### config.mk
export PLATFORM = sky130hd
export DESIGN_NAME = mem_arbiter
export DESIGN_NICKNAME = d
export VERILOG_FILES = /design/src/rtl/mem_arbiter.sv
export SDC_FILE = /design/constraint.sdc
export NUM_CORES = 1
export LEC_CHECK = 0
export CORE_MARGIN = 1.5
export CORE_UTILIZATION = 46
export CTS_CLUSTER_SIZE = 12
export DETAILED_ROUTE_END_ITERATION = 10
export PLACE_DENSITY = 0.9
export SYNTH_ARGS = -nofsm -noshare
export SYNTH_HDL_FRONTEND = slang
export SYNTH_SLANG_ARGS = --single-unit
### constraint.sdc
create_clock -name clk_50 -period 3.1 [get_ports clk_50]
set_clock_uncertainty 0.1 [all_clocks]
set_input_delay 0.62 -clock clk_50 [delete_from_list [all_inputs] [get_ports clk_50]]
set_output_delay 0.62 -clock clk_50 [all_outputs]
set_load 0.005 [all_outputs]
### src/rtl/mem_arbiter.sv
// Single-port memory sequencer/arbiter sharing one memory port between the CPU and a DMA requester.
// Define MEM_ARB_ROUND_ROBIN_EN for round-robin arbitration; otherwise the CPU has fixed priority.
module mem_arbiter #(
    parameter int unsigned MEM_LAT = 2
) (
    input  logic        clk_50,
    input  logic        reset,
    input  logic        cpu_req,
    input  logic        cpu_we,
    input  logic        cpu_datasize,
    input  logic [15:0] cpu_addr,
    input  logic [15:0] cpu_wdata,
    output logic        r,
    output logic [15:0] cpu_rdata,
    input  logic        dma_req,
    input  logic        dma_we,
    input  logic        dma_datasize,
    input  logic [15:0] dma_addr,
    input  logic [15:0] dma_wdata,
    output logic        dma_rdy,
    output logic [15:0] dma_rdata,
    output logic        mem_en,
    output logic        mem_we,
    output logic [1:0]  mem_be,
    output logic [14:0] mem_addr,
    output logic [15:0] mem_wdata,
    input  logic [15:0] mem_rdata,
    output logic        busy
);

    localparam int unsigned CntW = (MEM_LAT > 1) ? $clog2(MEM_LAT) : 1;

    typedef enum logic [1:0] {StIdle, StAccess, StDone} state_e;

    state_e          state_q, state_d;
    logic [CntW-1:0] cnt_q, cnt_d;
    logic            gnt_dma_q, gnt_dma_d;
    logic            we_q, we_d;
    logic            size_q, size_d;
    logic            addr0_q, addr0_d;
    logic            mem_en_q, mem_en_d;
    logic            mem_we_q, mem_we_d;
    logic [1:0]      mem_be_q, mem_be_d;
    logic [14:0]     mem_addr_q, mem_addr_d;
    logic [15:0]     mem_wdata_q, mem_wdata_d;
    logic [15:0]     cpu_rdata_q, cpu_rdata_d;
    logic [15:0]     dma_rdata_q, dma_rdata_d;

    logic            any_req;
    logic            pick_dma;
    logic            sel_we;
    logic            sel_size;
    logic [15:0]     sel_addr;
    logic [15:0]     sel_wdata;
    logic [7:0]      rd_byte;
    logic [15:0]     rd_data;

    assign any_req = cpu_req | dma_req;

`ifdef MEM_ARB_ROUND_ROBIN_EN
    logic last_dma_q, last_dma_d;

    // On a tie the requester that was not granted last wins.
    assign pick_dma = dma_req & (~cpu_req | ~last_dma_q);

    always_comb begin
        last_dma_d = last_dma_q;
        if (state_q == StIdle && any_req) begin
            last_dma_d = pick_dma;
        end
    end

    always_ff @(posedge clk_50) begin
        if (reset) begin
            last_dma_q <= 1'b1;
        end else begin
            last_dma_q <= last_dma_d;
        end
    end
`else
    assign pick_dma = dma_req & ~cpu_req;
`endif

    assign sel_we    = pick_dma ? dma_we       : cpu_we;
    assign sel_size  = pick_dma ? dma_datasize : cpu_datasize;
    assign sel_addr  = pick_dma ? dma_addr     : cpu_addr;
    assign sel_wdata = pick_dma ? dma_wdata    : cpu_wdata;

    assign rd_byte = addr0_q ? mem_rdata[15:8] : mem_rdata[7:0];
    assign rd_data = size_q ? mem_rdata : {{8{rd_byte[7]}}, rd_byte};

    always_ff @(posedge clk_50) begin
        if (reset) begin
            state_q <= StIdle;
        end else begin
            state_q <= state_d;
        end
    end

    always_comb begin
        state_d = state_q;
        unique case (state_q)
            StIdle:   if (any_req) state_d = StAccess;
            StAccess: if (cnt_q == '0) state_d = StDone;
            StDone:   state_d = StIdle;
            default:  state_d = StIdle;
        endcase
    end

    always_comb begin
        r       = (state_q == StDone) && !gnt_dma_q;
        dma_rdy = (state_q == StDone) && gnt_dma_q;
        busy    = (state_q != StIdle);
    end

    always_comb begin
        cnt_d       = cnt_q;
        gnt_dma_d   = gnt_dma_q;
        we_d        = we_q;
        size_d      = size_q;
        addr0_d     = addr0_q;
        mem_en_d    = mem_en_q;
        mem_we_d    = mem_we_q;
        mem_be_d    = mem_be_q;
        mem_addr_d  = mem_addr_q;
        mem_wdata_d = mem_wdata_q;
        cpu_rdata_d = cpu_rdata_q;
        dma_rdata_d = dma_rdata_q;
        unique case (state_q)
            StIdle: begin
                if (any_req) begin
                    gnt_dma_d   = pick_dma;
                    we_d        = sel_we;
                    size_d      = sel_size;
                    addr0_d     = sel_addr[0];
                    cnt_d       = CntW'(MEM_LAT - 1);
                    mem_en_d    = 1'b1;
                    mem_we_d    = sel_we;
                    mem_be_d    = sel_size ? 2'b11 : (sel_addr[0] ? 2'b10 : 2'b01);
                    mem_addr_d  = sel_addr[15:1];
                    mem_wdata_d = sel_size ? sel_wdata : {sel_wdata[7:0], sel_wdata[7:0]};
                end
            end
            StAccess: begin
                if (cnt_q == '0) begin
                    mem_en_d = 1'b0;
                    mem_we_d = 1'b0;
                    if (!we_q) begin
                        if (gnt_dma_q) begin
                            dma_rdata_d = rd_data;
                        end else begin
                            cpu_rdata_d = rd_data;
                        end
                    end
                end else begin
                    cnt_d = cnt_q - 1'b1;
                end
            end
            default: ;
        endcase
    end

    always_ff @(posedge clk_50) begin
        if (reset) begin
            cnt_q       <= '0;
            gnt_dma_q   <= 1'b0;
            we_q        <= 1'b0;
            size_q      <= 1'b0;
            addr0_q     <= 1'b0;
            mem_en_q    <= 1'b0;
            mem_we_q    <= 1'b0;
            mem_be_q    <= 2'b00;
            mem_addr_q  <= '0;
            mem_wdata_q <= '0;
            cpu_rdata_q <= '0;
            dma_rdata_q <= '0;
        end else begin
            cnt_q       <= cnt_d;
            gnt_dma_q   <= gnt_dma_d;
            we_q        <= we_d;
            size_q      <= size_d;
            addr0_q     <= addr0_d;
            mem_en_q    <= mem_en_d;
            mem_we_q    <= mem_we_d;
            mem_be_q    <= mem_be_d;
            mem_addr_q  <= mem_addr_d;
            mem_wdata_q <= mem_wdata_d;
            cpu_rdata_q <= cpu_rdata_d;
            dma_rdata_q <= dma_rdata_d;
        end
    end

    assign mem_en    = mem_en_q;
    assign mem_we    = mem_we_q;
    assign mem_be    = mem_be_q;
    assign mem_addr  = mem_addr_q;
    assign mem_wdata = mem_wdata_q;
    assign cpu_rdata = cpu_rdata_q;
    assign dma_rdata = dma_rdata_q;

endmodule

### Word-level counts from Yosys, hierarchy flattened

Cells that the tools add are included.
W data, S select, Z words.

| operators by class | value |
|---|---|
| $add $sub $neg | 1 |
| $mul | 0 |
| divide/modulo/power cells | 0 |
| magnitude comparators | 0 |
| eq/ne operators | 4 |
| shift-type cells | 0 |
| mux-type cells | 19 |
| bitwise operators | 6 |
| reduce and logical (&&, ||, !) cells | 12 |

Operators with widths:

| kind | number |
|---|---|
| $mux W16 | 4 |
| $mux W2 | 4 |
| $mux W8 | 1 |
| $reduce_and A4 Y1 | 2 |
| $mux W1 | 6 |
| $pmux W1 S2 | 3 |
| $reduce_and A2 Y1 | 3 |
| $ne A2 B2 Y1 const B | 2 |
| $not A1 Y1 | 4 |
| $pmux W2 S2 | 1 |
| $reduce_bool A2 Y1 | 2 |
| $reduce_and A3 Y1 | 1 |
| $eq A2 B1 Y1 const B | 1 |
| $eq A2 B2 Y1 const B | 1 |
| $logic_and A1 B1 Y1 | 2 |
| $logic_not A2 Y1 | 1 |
| $and A1 B1 Y1 | 1 |
| $logic_not A1 Y1 | 1 |
| $or A1 B1 Y1 | 1 |
| $sub A1 B1 Y1 const B | 1 |

| storage, ports and cells | value |
|---|---|
| register bits after elaboration | 74 |
| bits in latches | 0 |
| memory bits (writable) | 0 |
| ROM bits | 0 |
| bits of input ports | 88 |
| output and inout port bits | 70 |
| logic and storage cells | 55 |
| memories kept | 0 |

### Longest topological paths before layout

Gate-level depths: netlist of the first run.

| logic depth | value |
|---|---|
| depth after elaboration | 5 |
| mapped depth | 6 |

### Worst setup path before layout of the first run

No wires, ideal clock.

| timing path | value |
|---|---|
| kind | input to register |
| start point | input port cpu_req |
| end point | register size_q |
| library setup time | 132 ps |
| arrival time | 1552 ps |
| data required time | 2868 ps |
| slack | 1317 ps |
| cell stages on the path | 6 |
| buffers on the path | 3 |
| path through | buf_2 -> or2_2 -> buf_2 -> buf_2 -> a21oi_1 -> nor3_1 |

| between the ends | value |
|---|---|
| word-level cells in the longest chain between the ends | 3 |
| elaborated cells between the ends (all ways) | 5 |
| classes of those cells | 1 x mux; 3 x bitwise; 1 x reduce/logical |

Ends and longest elaborated chain:

| element | RTL line | RTL |
|---|---|---|
| from (decl) | 8 | `input logic cpu_req,` |
| $not A1 Y1 | 81 | `assign pick_dma = dma_req & ~cpu_req;` |
| $and A1 B1 Y1 | 81 |  |
| $mux W1 | 85 | `assign sel_size = pick_dma ? dma_datasize : cpu_datasize;` |
| to (signal assigned) | 181 | `size_q <= size_d;` |
| to (decl) | 39 | `logic size_q, size_d;` |

Parallel ways exist; a longest one is shown, timed or not.
A chain may end at the register's enable or synchronous reset.

### Worst setup path in the final report of the first run

| timing path | value |
|---|---|
| start point | register state_q[1] |
| end point | output port busy |

| between the ends | value |
|---|---|
| word-level cells in the longest chain between the ends | 1 |

Ends and longest elaborated chain:

| element | RTL line | RTL |
|---|---|---|
| from (decl) | 35 | `state_e state_q, state_d;` |
| from (signal assigned) | 94 | `state_q <= StIdle;` |
| from (signal assigned) | 96 | `state_q <= state_d;` |
| $reduce_bool A2 Y1 | 113 | `busy = (state_q != StIdle);` |
| to (decl) | 28 | `output logic busy` |

Every way passes these cells.

==> results.cfg, run 1 <==
[worst_setup_path]
reg2reg_depth = 4
r2r_end = dma_rdata[7]$_SDFFE_PP0P_
worstPathCellList = nor2_2, inv_2, clkdlybuf4s50_1
path_class = reg -> out
cp_max_fo = 20
critPathCaptureType = output pin
crit_arrival_ps = 1750
reg2reg_from = gnt_dma_q$_SDFFE_PP0P_
endpoint = busy
critical_path.max_stage_delay_ps = 570
ff2ff_setup_slack_ps = 1030
start_kind = flop
cp.required_ps = 2380
worstSetupStartpoint = state_q[1]$_SDFFE_PP0P_
cp_slowest_cell = clkdlybuf4s50_1

[synthesis]
synth_cells = 382
synthAdderAreaFrac = 0
yosysWarnings = 0
synth_compound_area_frac = 0.310
synth_mux_area_frac = 0.0700
syn_area_mm2 = 0.00359
ys_ff_latch = 74
seq_area_frac_synth = 0.412
yosys.area_share.simple = 0.125
synth_top_family_by_area = compound AO/OA/AOI/OAI gates
postSynthAreaPerCell_um2 = 9.40
ys_types = 45
synth_xor_area_frac = 0
syn-num-nets = 470

[floorplan]
die_x_um = 91.4
chipHeight_um = 91.4
floorplan.initialDensity = 0.470
num_io_pins = 158
core_mm2 = 0.00765
fp.dieArea_mm2 = 0.00835
row_count = 32

[sta]
hold_slack_ps = 369
finalSetupTns_ps = 0
fmax_ghz = 0.404
fin_crit_ps = 2470
setup_viol = 0
relSlewSlack = 0.507
final-hold-violation-count = 0
rsz0062_at_grt = no
tightestPinTransition_ps = 737
finalMaxSlewViolations = 0
setup_ws_ps = 628
period_share = 0.798

[route]
drc = 0
drtAntennaViolNets = 0
wirelength_mm = 11.3
vias = 3587
drt_iter0_markers = 247
first_pass_iters = 4
drt-wirelength-per-cell_um = 18.0
viasPerCell = 5.73

[clock_network]
numCtsBuffers = 9
cts_resized = 0
clock_path_buffers = 2
insertion_delay_ps = 330
clk_pin_slew_ps = 70
cts_sinks = 74
cts-root-buf = clkbuf_8
htreeDepth = 3
postCtsHoldBufs = 0
post_cts_buffers = 0
cts_tree = yes

[placed_design]
place.gp.congestion = 0.892
preCtsSetupSlack_ps = 655
port-buffer-count = 157
dpl_cell_area_mm2 = 0.00515
dp_cells = 610
hpwl_mm = 8.11

[final_layout]
fin_nets = 607
final_cells = 626
syn2layout_area_growth_pct = 50.7
n_antenna_cell = 0
final_layout_size_suffix_gt1_frac = 0.109
fin_area_mm2 = 0.00541
nFillCells = 573

[status]
status = finished clean

[grt]
grt_pass1_wl_mm = 17.8
antenna_found_initial = 0
grt_max_degree = 53
grt_overflow = 0
grt_pass1_vias = 3515
track_usage = 0.269

[min_path]
holdPathStages = 2
hp-class = reg -> reg

[pwr]
peakVddDrop_v = 0.000302
powerDensity_mw_per_mm2 = 513
p_leak_nw = 2.02

[run]
cap_violations = 0
power by group:
| part | leakage, nW | internal (W) | switching [W] |
|---|---|---|---|
| clock | 0.131 | 0.000621 | 0.000364 |
| sequential | 0.609 | 0.00104 | 0.0000659 |
| combinational | 1.28 | 0.000381 | 0.000300 |
how the worst min path moves through the flow:
| stage | to | start | slack [ps] |
|---|---|---|---|
| finish | mem_en$_SDFFE_PP0P_ | mem_en$_SDFFE_PP0P_ | 370 |
| floorplan | mem_en$_SDFFE_PP0P_ | mem_en$_SDFFE_PP0P_ | 350 |
| CTS | mem_en$_SDFFE_PP0P_ | mem_en$_SDFFE_PP0P_ | 370 |
| global route | mem_en$_SDFFE_PP0P_ | mem_en$_SDFFE_PP0P_ | 380 |
| detailed placement | mem_en$_SDFFE_PP0P_ | mem_en$_SDFFE_PP0P_ | 360 |
| global placement | mem_en$_SDFFE_PP0P_ | mem_en$_SDFFE_PP0P_ | 350 |
metrics by stage:
stage	util	power (W)
after floorplan	-	0.00145
after global placement	0.673	0.00178
after detailed placement	0.673	0.00180
after CTS	0.708	0.00278
after global routing	0.708	0.00290
final	0.708	0.00278
registers in the layout (all words and copies together) (netlist names), 2 cells and up:
signal and count:
state_q 2, mem_be 2, mem_addr 15, cpu_rdata 16, dma_rdata 16, mem_wdata 16
layout make-up:
class	count	area, µm²	area share
clock buffer	10	128	0.0236
clock inverter	6	138	0.0254
inverter	19	71.3	0.0132
multi-input combinational	247	1820	0.336
sequential	74	1480	0.274
tap	102	128	0.0236
timing repair buffer	168	1650	0.305
synth_stat cells (all sizes together):
cell type	n	area, µm²
mux2i	24	240
nand3b	2	15.0
nand4	1	6.26
o2111ai	8	70.1
inv	18	67.6
a221oi	9	78.8
or3	1	6.26
a211oi	23	173
dfxtp	74	1480
nor4b	1	23.8
o211a	1	10.0
buf	27	166
a311oi	16	159
nand2b	27	169
a211o	1	8.76
nor2	5	21.3
a21oi	58	290
o211ai	1	7.51
nor3	2	21.3
clkbuf	15	56.3
o31ai	1	7.51
a21o	1	7.51
clkinv	1	3.75
and3b	1	8.76
o21ai	12	60.1
a2111oi	1	15.0
o32ai	8	123
and3	2	12.5
a31o	7	61.3
o22ai	7	43.8
or3b	2	20.0
nor4bb	7	70.1
or2	4	25.0
mux2	1	11.3
nand2	13	51.3
metal layers:
| metal | wire, µm | global-route usage | up-vias |
|---|---|---|---|
| met1 | 4490 | 0.321 | 1695 |
| met2 | 5720 | 0.457 | 155 |
| met5 | 0 | 0 | - |
| li1 | - | - | 1707 |
| met4 | 343 | 0.129 | 0 |
| met3 | 704 | 0.0553 | 30 |
placed cells by master, fill, tap and decap left out, drive strengths merged, types with 2 or more instances in the layout:
cell type	synthesis	layout
buf	27	12
clkbuf	15	10
o2111ai	8	8
a21oi	58	58
clkinv	1	2
nand2	13	13
nor4bb	7	7
o21ai	12	12
or3b	2	2
a211oi	23	23
clkdlybuf4s50	0	156
o22ai	7	7
inv	18	19
nand2b	27	27
nor2	5	5
o32ai	8	8
or2	4	4
nor3	2	2
a221oi	9	9
and3	2	2
dfxtp	74	74
a31o	7	7
a311oi	16	16
mux2i	24	24
bufinv	0	4
nand3b	2	2
cells by family (layout without fill, tap and decap cells):
group,after synthesis,count (layout)
AO/OA/AOI/OAI,154,154
buffers and inverters,61,203
flip-flops,74,74
AND/OR/NAND/NOR,68,68
multiplexers,25,25
critical path, delay by kind of cell, from the launching register on:
kind	cells	cell delay (ps)
buffers and inverters	2	840
flip-flops	1	480
AND/OR/NAND/NOR	1	90
Note: power is estimated with default switching activity, not from simulation.
==> run 2, diff against run 1 <==
--- a/config.mk
+++ b/config.mk
@@ -6,10 +6,10 @@
 export NUM_CORES = 1
 export LEC_CHECK = 0
 export CORE_MARGIN = 1.5
-export CORE_UTILIZATION = 46
+export CORE_UTILIZATION = 42
 export CTS_CLUSTER_SIZE = 12
 export DETAILED_ROUTE_END_ITERATION = 10
-export PLACE_DENSITY = 0.9
+export PLACE_DENSITY = 0.83
 export SYNTH_ARGS = -nofsm -noshare
 export SYNTH_HDL_FRONTEND = slang
 export SYNTH_SLANG_ARGS = --single-unit
==> constraint.sdc (replaced) <==
create_clock -name clk_50 -period 2.45 [get_ports clk_50]
set_clock_uncertainty 0.1 [all_clocks]
set_input_delay 0.49 -clock clk_50 [delete_from_list [all_inputs] [get_ports clk_50]]
set_output_delay 0.49 -clock clk_50 [all_outputs]
set_load 0.005 [all_outputs]
==> run 2 against run 1 <==
Register-to-register slack worse by 520 ps; flip-flop and latch count is the same; critical path depth unchanged; critical endpoint is now r; largest power group unchanged; core utilization is 5.6 points lower.
==> results.cfg, run 2 (same netlist as run 1, synthesis figures left out) <==
[sta]
fmax_ghz = 0.454
relSlewSlack = 0.496
period_share = 0.898
setup_viol = 0
final-hold-violation-count = 0
finalSetupTns_ps = 0
fin_crit_ps = 2200
finalMaxSlewViolations = 0
tightestPinTransition_ps = 756
rsz0062_at_grt = no
hold_slack_ps = 374

[final_layout]
syn2layout_area_growth_pct = 49.8
finish.utilization = 0.652
nFillCells = 667
layout_common_cells = 156 x clkdlybuf4s50_1, 74 x dfxtp_1, 58 x a21oi_1, 27 x nand2b_1, 24 x mux2i_1
final_cells = 631
ff_latch_area_mm2 = 0.00148
fin_nets = 609
mostFrequentLayoutCell = clkdlybuf4s50_1
n_antenna_cell = 0
multiInputGateArea_mm2 = 0.00182
final_layout_size_suffix_gt1_frac = 0.114

[worst_setup_path]
critPathCaptureType = output pin
reg2reg_depth = 4
cp.required_ps = 1860
start_kind = flop
crit_arrival_ps = 1610
cp_max_fo = 8
path_class = reg -> out

[grt]
grt_pass1_vias = 3450
antenna_found_initial = 0
grt_max_degree = 76
grt_overflow = 0
track_usage = 0.240
grt_pass1_wl_mm = 16.8

[pwr]
powerDensity_mw_per_mm2 = 598
p_leak_nw = 1.99
peakVddDrop_v = 0.000407

[clock_network]
htreeDepth = 3
insertion_delay_ps = 340
cts_sinks = 74
clock_path_buffers = 2
cts-root-buf = clkbuf_8
post_cts_buffers = 0
postCtsHoldBufs = 0
cts_tree = yes
numCtsBuffers = 9
clk_pin_slew_ps = 90
cts_resized = 0

[placed_design]
dp_cells = 615
place.gp.congestion = 0.841
hpwl_mm = 8.02
port-buffer-count = 157

[route]
viasPerCell = 5.64
drtAntennaViolNets = 0
wirelength_mm = 10.7
drt_iter0_markers = 202
vias = 3556
drt-wirelength-per-cell_um = 17.0
drc = 0
first_pass_iters = 5

[floorplan]
floorplan.initialDensity = 0.435
chipHeight_um = 95.5
die_x_um = 95.5
num_io_pins = 158
row_count = 33
fp.dieArea_mm2 = 0.00912
core_mm2 = 0.00826

[min_path]
hp-class = reg -> reg
holdPathStages = 2

[run]
cap_violations = 0

[status]
status = finished clean
## run 2: stage by stage
| step | power [W] | instance area (µm²) | setup WS, ps |
|---|---|---|---|
| 2_1_floorplan | 0.00184 | 3590 | 797 |
| 4_1_cts | 0.00324 | 5380 | 217 |
| 5_1_grt | 0.00339 | 5380 | 164 |
| 3_3_place_gp | 0.00227 | 5180 | 141 |
| 6_report | 0.00322 | 5380 | 250 |
| 3_5_place_dp | 0.00229 | 5180 | 113 |
## run 2: critical path, cell delays in order, from the launching register on
cell and delay, ps:
dfxtp_1 510, clkinv_1 140, and3_1 180, clkdlybuf4s50_1 440
## run 2: worst paths after layout
check                            startpoint                          to  slack, ps
hold / removal    cpu_rdata[7]$_SDFFE_PP0P_   cpu_rdata[7]$_SDFFE_PP0P_        370
hold reg to reg   cpu_rdata[7]$_SDFFE_PP0P_   cpu_rdata[7]$_SDFFE_PP0P_        370
setup reg to reg     gnt_dma_q$_SDFFE_PP0P_  dma_rdata[14]$_SDFFE_PP0P_        510
setup / recovery     gnt_dma_q$_SDFFE_PP0P_                           r        250
## run 2: layout make-up
class,instances,area share
Multi-Input combinational cell,247,0.338
Timing Repair Buffer,170,0.312
Sequential cell,74,0.275
Tap cell,105,0.0244
Clock buffer,9,0.0230
Clock inverter,7,0.0144
Inverter,19,0.0133
## run 2: power breakdown
| group | internal [W] | switching (W) | total, W |
|---|---|---|---|
| Sequential | 0.00132 | 0.0000808 | 0.00140 |
| Clock | 0.000477 | 0.000481 | 0.000958 |
| Combinational | 0.000491 | 0.000371 | 0.000862 |
| Total | 0.00229 | 0.000933 | 0.00322 |
## run 2: metal layers
metal,track usage,up-vias,routed length [µm]
li1,-,1716,-
met1,0.286,1653,4400
met2,0.392,157,5210
met3,0.0670,30,765
met4,0.126,0,372
met5,0,-,0
==> run 3, diff against run 2 <==
--- a/config.mk
+++ b/config.mk
@@ -10,6 +10,7 @@
 export CTS_CLUSTER_SIZE = 12
 export DETAILED_ROUTE_END_ITERATION = 10
 export PLACE_DENSITY = 0.83
+export SKIP_CTS_REPAIR_TIMING = 1
 export SYNTH_ARGS = -nofsm -noshare
 export SYNTH_HDL_FRONTEND = slang
 export SYNTH_SLANG_ARGS = --single-unit
==> results of run 3 <==
No change in the layout: final DEF, timing and power equal those of run 2.
==> RTL change 1: new RTL, config.mk and constraints of run 2 <==
The parameter `MEM_LAT` goes from 2 to 4.
--- a/src/rtl/mem_arbiter.sv
+++ b/src/rtl/mem_arbiter.sv
@@ -1,7 +1,7 @@
 // Single-port memory sequencer/arbiter sharing one memory port between the CPU and a DMA requester.
 // Define MEM_ARB_ROUND_ROBIN_EN for round-robin arbitration; otherwise the CPU has fixed priority.
 module mem_arbiter #(
-    parameter int unsigned MEM_LAT = 2
+    parameter int unsigned MEM_LAT = 4
 ) (
     input  logic        clk_50,
     input  logic        reset,
Behaviour: not the same (a bounded check fails within 4 cycles, from zero or initial values and one cycle with reset high).
==> RTL change 1 against run 2 <==
  * Sequential share of layout area decreased by 0.13 points
  * Setup slack got worse by 0.087 ns
  * Core utilization increased by 0.54 points
  * Global-route usage decreased by 1.2 points
  * Synthesized area increased by 2.4%
  * Non-clock buffer count increased by 1
  * Sequential cell count increased by 1
  * Power increased by 2.4%
  * Critical path depth unchanged
  * Wire length increased by 1.8%
  * Cell count increased by 0.79%
  * Final area increased by 1.8%
==> RTL change 1: results (changes against run 2) <==
routability cong. - 0.9122 (was 0.8411)
reg2reg path depth - 6 (was 4)
met2 Track Usage GR - 0.3852 (was 0.3918)
Worst slew margin - 0.4659 (was 0.4961)
Static Leak - 0.002012 uW (was 0.001993 uW)
share of layout cells above drive strength 1 - 0.1111 (was 0.1141)
met3 usage - 0.05780 (was 0.06699)
syn nets - 478 (was 470)
met3 wire length - 722 um (was 765 um)
Met1 Wirelength - 4593 um (was 4399 um)
WP data arrival - 1.70 ns (was 1.61 ns)
proportion of synthesized area in mux cells - 0.06834 (was 0.07001)
synth cell count leaders - dfxtp_1, a21oi_1, nand2b_1 (unchanged)
largest net degree at the start of global routing - 77 (was 76)
Detailed Route WL - 10940 um (was 10750 um)
Via Count - 3592 (was 3556)
GRT Total Usage - 0.2285 (was 0.2400)
sequential fraction of the synthesis area - 0.4080 (was 0.4124)
post-synth cell types - 50 (was 45)
number of global-route vias before repair - 3424 (was 3450)
post-synthesis adder-cell area fraction - 0.006800 (was 0)
hold_ws - 0.3635 ns (was 0.3736 ns)
Initial DRC Count - 207 (was 202)
worst r2r src - cnt_q[0] (was gnt_dma_q)
Detailed Place HPWL - 8085 um (was 8022 um)
Compound-Gate Fraction of Synth Area - 0.3155 (was 0.3103)
first-pass GRT wire length - 17280 um (was 16770 um)
met2 WL - 5389 um (was 5212 um)
Synth area leaders - dfxtp_1, a21oi_1, mux2i_1 (unchanged)
status - finished clean (unchanged)
Peak VDD IR - 297.3 uV (was 407.4 uV)
==> RTL change 1: worst max-delay path, stage by stage (launching register included) <==
cell             delay (ns)
dfxtp_1                0.54
inv_2                  0.07
nor3b_1                0.19
clkdlybuf4s50_1        0.56
==> RTL change 1: final cells by class <==
cell class              count  area [sq um]
clock buffers               9         123.9
repair buffers            171          1697
well taps                 105         131.4
fillers                   684          2860
inverters                  20         75.07
multi-input cells         250          1887
flip-flops and latches     75          1501
clock inverters             6         65.06
==> RTL change 1: stage by stage <==
| step | instance area (sq um) | worst slack (ns) | std cells |
|---|---|---|---|
| finish | 5480 | 0.1628 | 636 |
| global route | 5480 | 0.01073 | 636 |
| CTS | 5480 | 0.1270 | 636 |
| detailed placement | 5291 | 0.2480 | 621 |
| global placement | 5291 | 0.2992 | 621 |
| floorplan | 3680 | 0.8091 | 388 |
==> RTL change 1: where the power goes <==
group	switching, uW	internal, uW	leakage, uW	total, uW
combinational	409	521	0.00130	930
sequential	88.2	1350	0.000617	1440
clock	466	467	0.0000955	933
==> RTL change 2: new RTL, flow settings as in run 2 <==
Made on the original files. Encoding of `state_e`: now one-hot (3 bits for 3 states).
--- a/src/rtl/mem_arbiter.sv
+++ b/src/rtl/mem_arbiter.sv
@@ -30,7 +30,7 @@
 
     localparam int unsigned CntW = (MEM_LAT > 1) ? $clog2(MEM_LAT) : 1;
 
-    typedef enum logic [1:0] {StIdle, StAccess, StDone} state_e;
+    typedef enum logic [2:0] {StIdle = 3'b001, StAccess = 3'b010, StDone = 3'b100} state_e;
 
     state_e          state_q, state_d;
     logic [CntW-1:0] cnt_q, cnt_d;
Formal check against the unedited RTL: no difference found for any inputs over 10 cycles, from zero or initial values and one cycle with reset high; not proved beyond that.
==> RTL change 2 against run 2 <==
  * Largest power group unchanged
  * Synthesized area shrank 7.9%
  * First-iteration DRC count shrank 62%
  * Power grew 0.28%
  * Largest cell class is now non-clock buffers
  * Wire length shrank 18%
  * Worst hold slack lost 0.017 ns
  * Final area shrank 3.3%
  * Highest routed layer unchanged
  * Sequential cell count grew 1
  * Setup slack lost 0.035 ns
  * Non-clock buffer count shrank 3
==> RTL change 2: results (changes against run 2) <==
router iterations before antenna repair - 4 (was 5)
Yosys warning total - 0 (unchanged)
wire per inst - 14.62 um (was 17.03 um)
first-pass GRT wire length - 14460 um (was 16770 um)
Detailed Place HPWL - 6416 um (was 8022 um)
Worst Tran Pin Value - 0.5605 ns (was 0.7559 ns)
initial antenna violation count - 0 (unchanged)
clock input transition at the sequential cells of the worst setup and hold paths - 0.08 ns
CTS root buf - clkbuf_8 (unchanged)
sequential fraction of the synthesis area - 0.4537 (was 0.4124)
Port Buf Inserts - 157 (unchanged)
largest net degree at the start of global routing - 58 (was 76)
WP data arrival - 1.65 ns (was 1.61 ns)
RR Endpoint - cpu_rdata[6] (was dma_rdata[14])
total CTS buffers - 9 (unchanged)
WHS Path Cells - 2 (unchanged)
end of the worst hold path - mem_wdata[15] (was cpu_rdata[7])
post-synth cell types - 29 (was 45)
Synth area leaders - dfxtp_1, mux2i_1, a211oi_1 (was dfxtp_1, a21oi_1, mux2i_1)
Top FF cell, synth - dfxtp_1 (unchanged)
worst r2r src - state_q[1] (was gnt_dma_q)
Initial DRC Count - 76 (was 202)
vias per cell - 5.186 (was 5.635)
share of layout cells above drive strength 1 - 0.1120 (was 0.1141)
routability cong. - 0.7752 (was 0.8411)
reg2reg path depth - 5 (was 4)
CTS max path bufs - 2 (unchanged)
reg2reg setup slack - 0.49 ns (was 0.51 ns)
worst min-delay path startpoint - mem_wdata[15] (was cpu_rdata[7])
synth cell count leaders - dfxtp_1, nor2_1, a211oi_1 (was dfxtp_1, a21oi_1, nand2b_1)
worst-skew pair later-pin latency - 0.34 ns (about the same)
post-place instance area - 4986 sq um (was 5180 sq um)
Async SR Flop Fraction - 0 (unchanged)
Setup WS pre-CTS - 0.2783 ns (was 0.1130 ns)
P_sw - 864.5 uW (was 932.7 uW)
status - finished clean (unchanged)
GRT Total Usage - 0.2141 (was 0.2400)
syn nets - 436 (was 470)
fin nets - 583 (was 609)
H-tree depth - 3 (unchanged)
Diodes inserted - 0 (unchanged)
Static Leak - 0.001988 uW (was 0.001993 uW)
critical-path maximum fanout - 5 (was 8)
Peak VDD IR - 356.6 uV (was 407.4 uV)
worst hold-check path type - reg -> reg (unchanged)
number of global-route vias before repair - 3148 (was 3450)
RTL change 2: cell type report:
cell class	count	area (sq um)
Clock inverter	6	87.58
Tap cell	102	127.6
Fill cell	612	2481
Clock buffer	10	127.6
Inverter	1	3.754
Sequential cell	75	1501
Timing Repair Buffer	167	1692
Multi-Input combinational cell	241	1667
RTL change 2: routing by layer:
layer  share of wire  track usage  wire [um]
met1            0.43       0.2496       3778
met2            0.50       0.3856       4409
met3           0.062      0.04726        544
met4          0.0076      0.07308         67
met5               0            0          0
RTL change 2: power by group through the flow:
| stage | combinational, uW | sequential, uW | clock, uW |
|---|---|---|---|
| after CTS | 813 | 1400 | 1050 |
| final | 807 | 1400 | 1030 |
| after global placement | 788 | 1420 | 0 |
| after detailed placement | 809 | 1420 | 0 |
| after global routing | 879 | 1410 | 1100 |
| after floorplan | 365 | 1420 | 0 |
RTL change 2: critical path, cell delays in order (launching register included):
cell and delay [ns]:
dfxtp_1 0.46, nor4bb_1 0.29, clkdlybuf4s50_1 0.55
RTL change 2: logic make-up (layout without fill, tap and decap cells):
logic type	Yosys count	after routing	share of synthesized area
buffers and inverters	32	184	0.04537
and+or+nand+nor	99	99	0.1338
DFF	75	75	0.4537
muxes	50	50	0.1550
AOI/OAI and AO/OA	92	92	0.2121
RTL change 2: how the worst max path moves through the flow:
stage,from,to,slack [ns],cells past startpoint
6_report,gnt_dma_q,dma_rdy,0.21,2
3_5_place_dp,dma_req,mem_addr[14],0.28,5
3_3_place_gp,dma_datasize,mem_wdata[13],0.37,4
5_1_grt,gnt_dma_q,dma_rdy,0.08,2
2_1_floorplan,state_q[2],dma_rdata[11],0.70,5
4_1_cts,state_q[0],busy,0.09,3
RTL change 2: metrics by stage:
stage	instances	hold slack, ns
floorplan	348	0.3499
global placement	586	0.3453
detailed placement	586	0.3470
CTS	602	0.3572
global route	602	0.3782
finish	602	0.3568
RTL change 2: timing repair:
action                                  CTS  global route
hold endpoints to repair                  0             0
gates resized for setup                   0             1
buffers inserted                          0             0
endpoints found under the setup margin    0             1
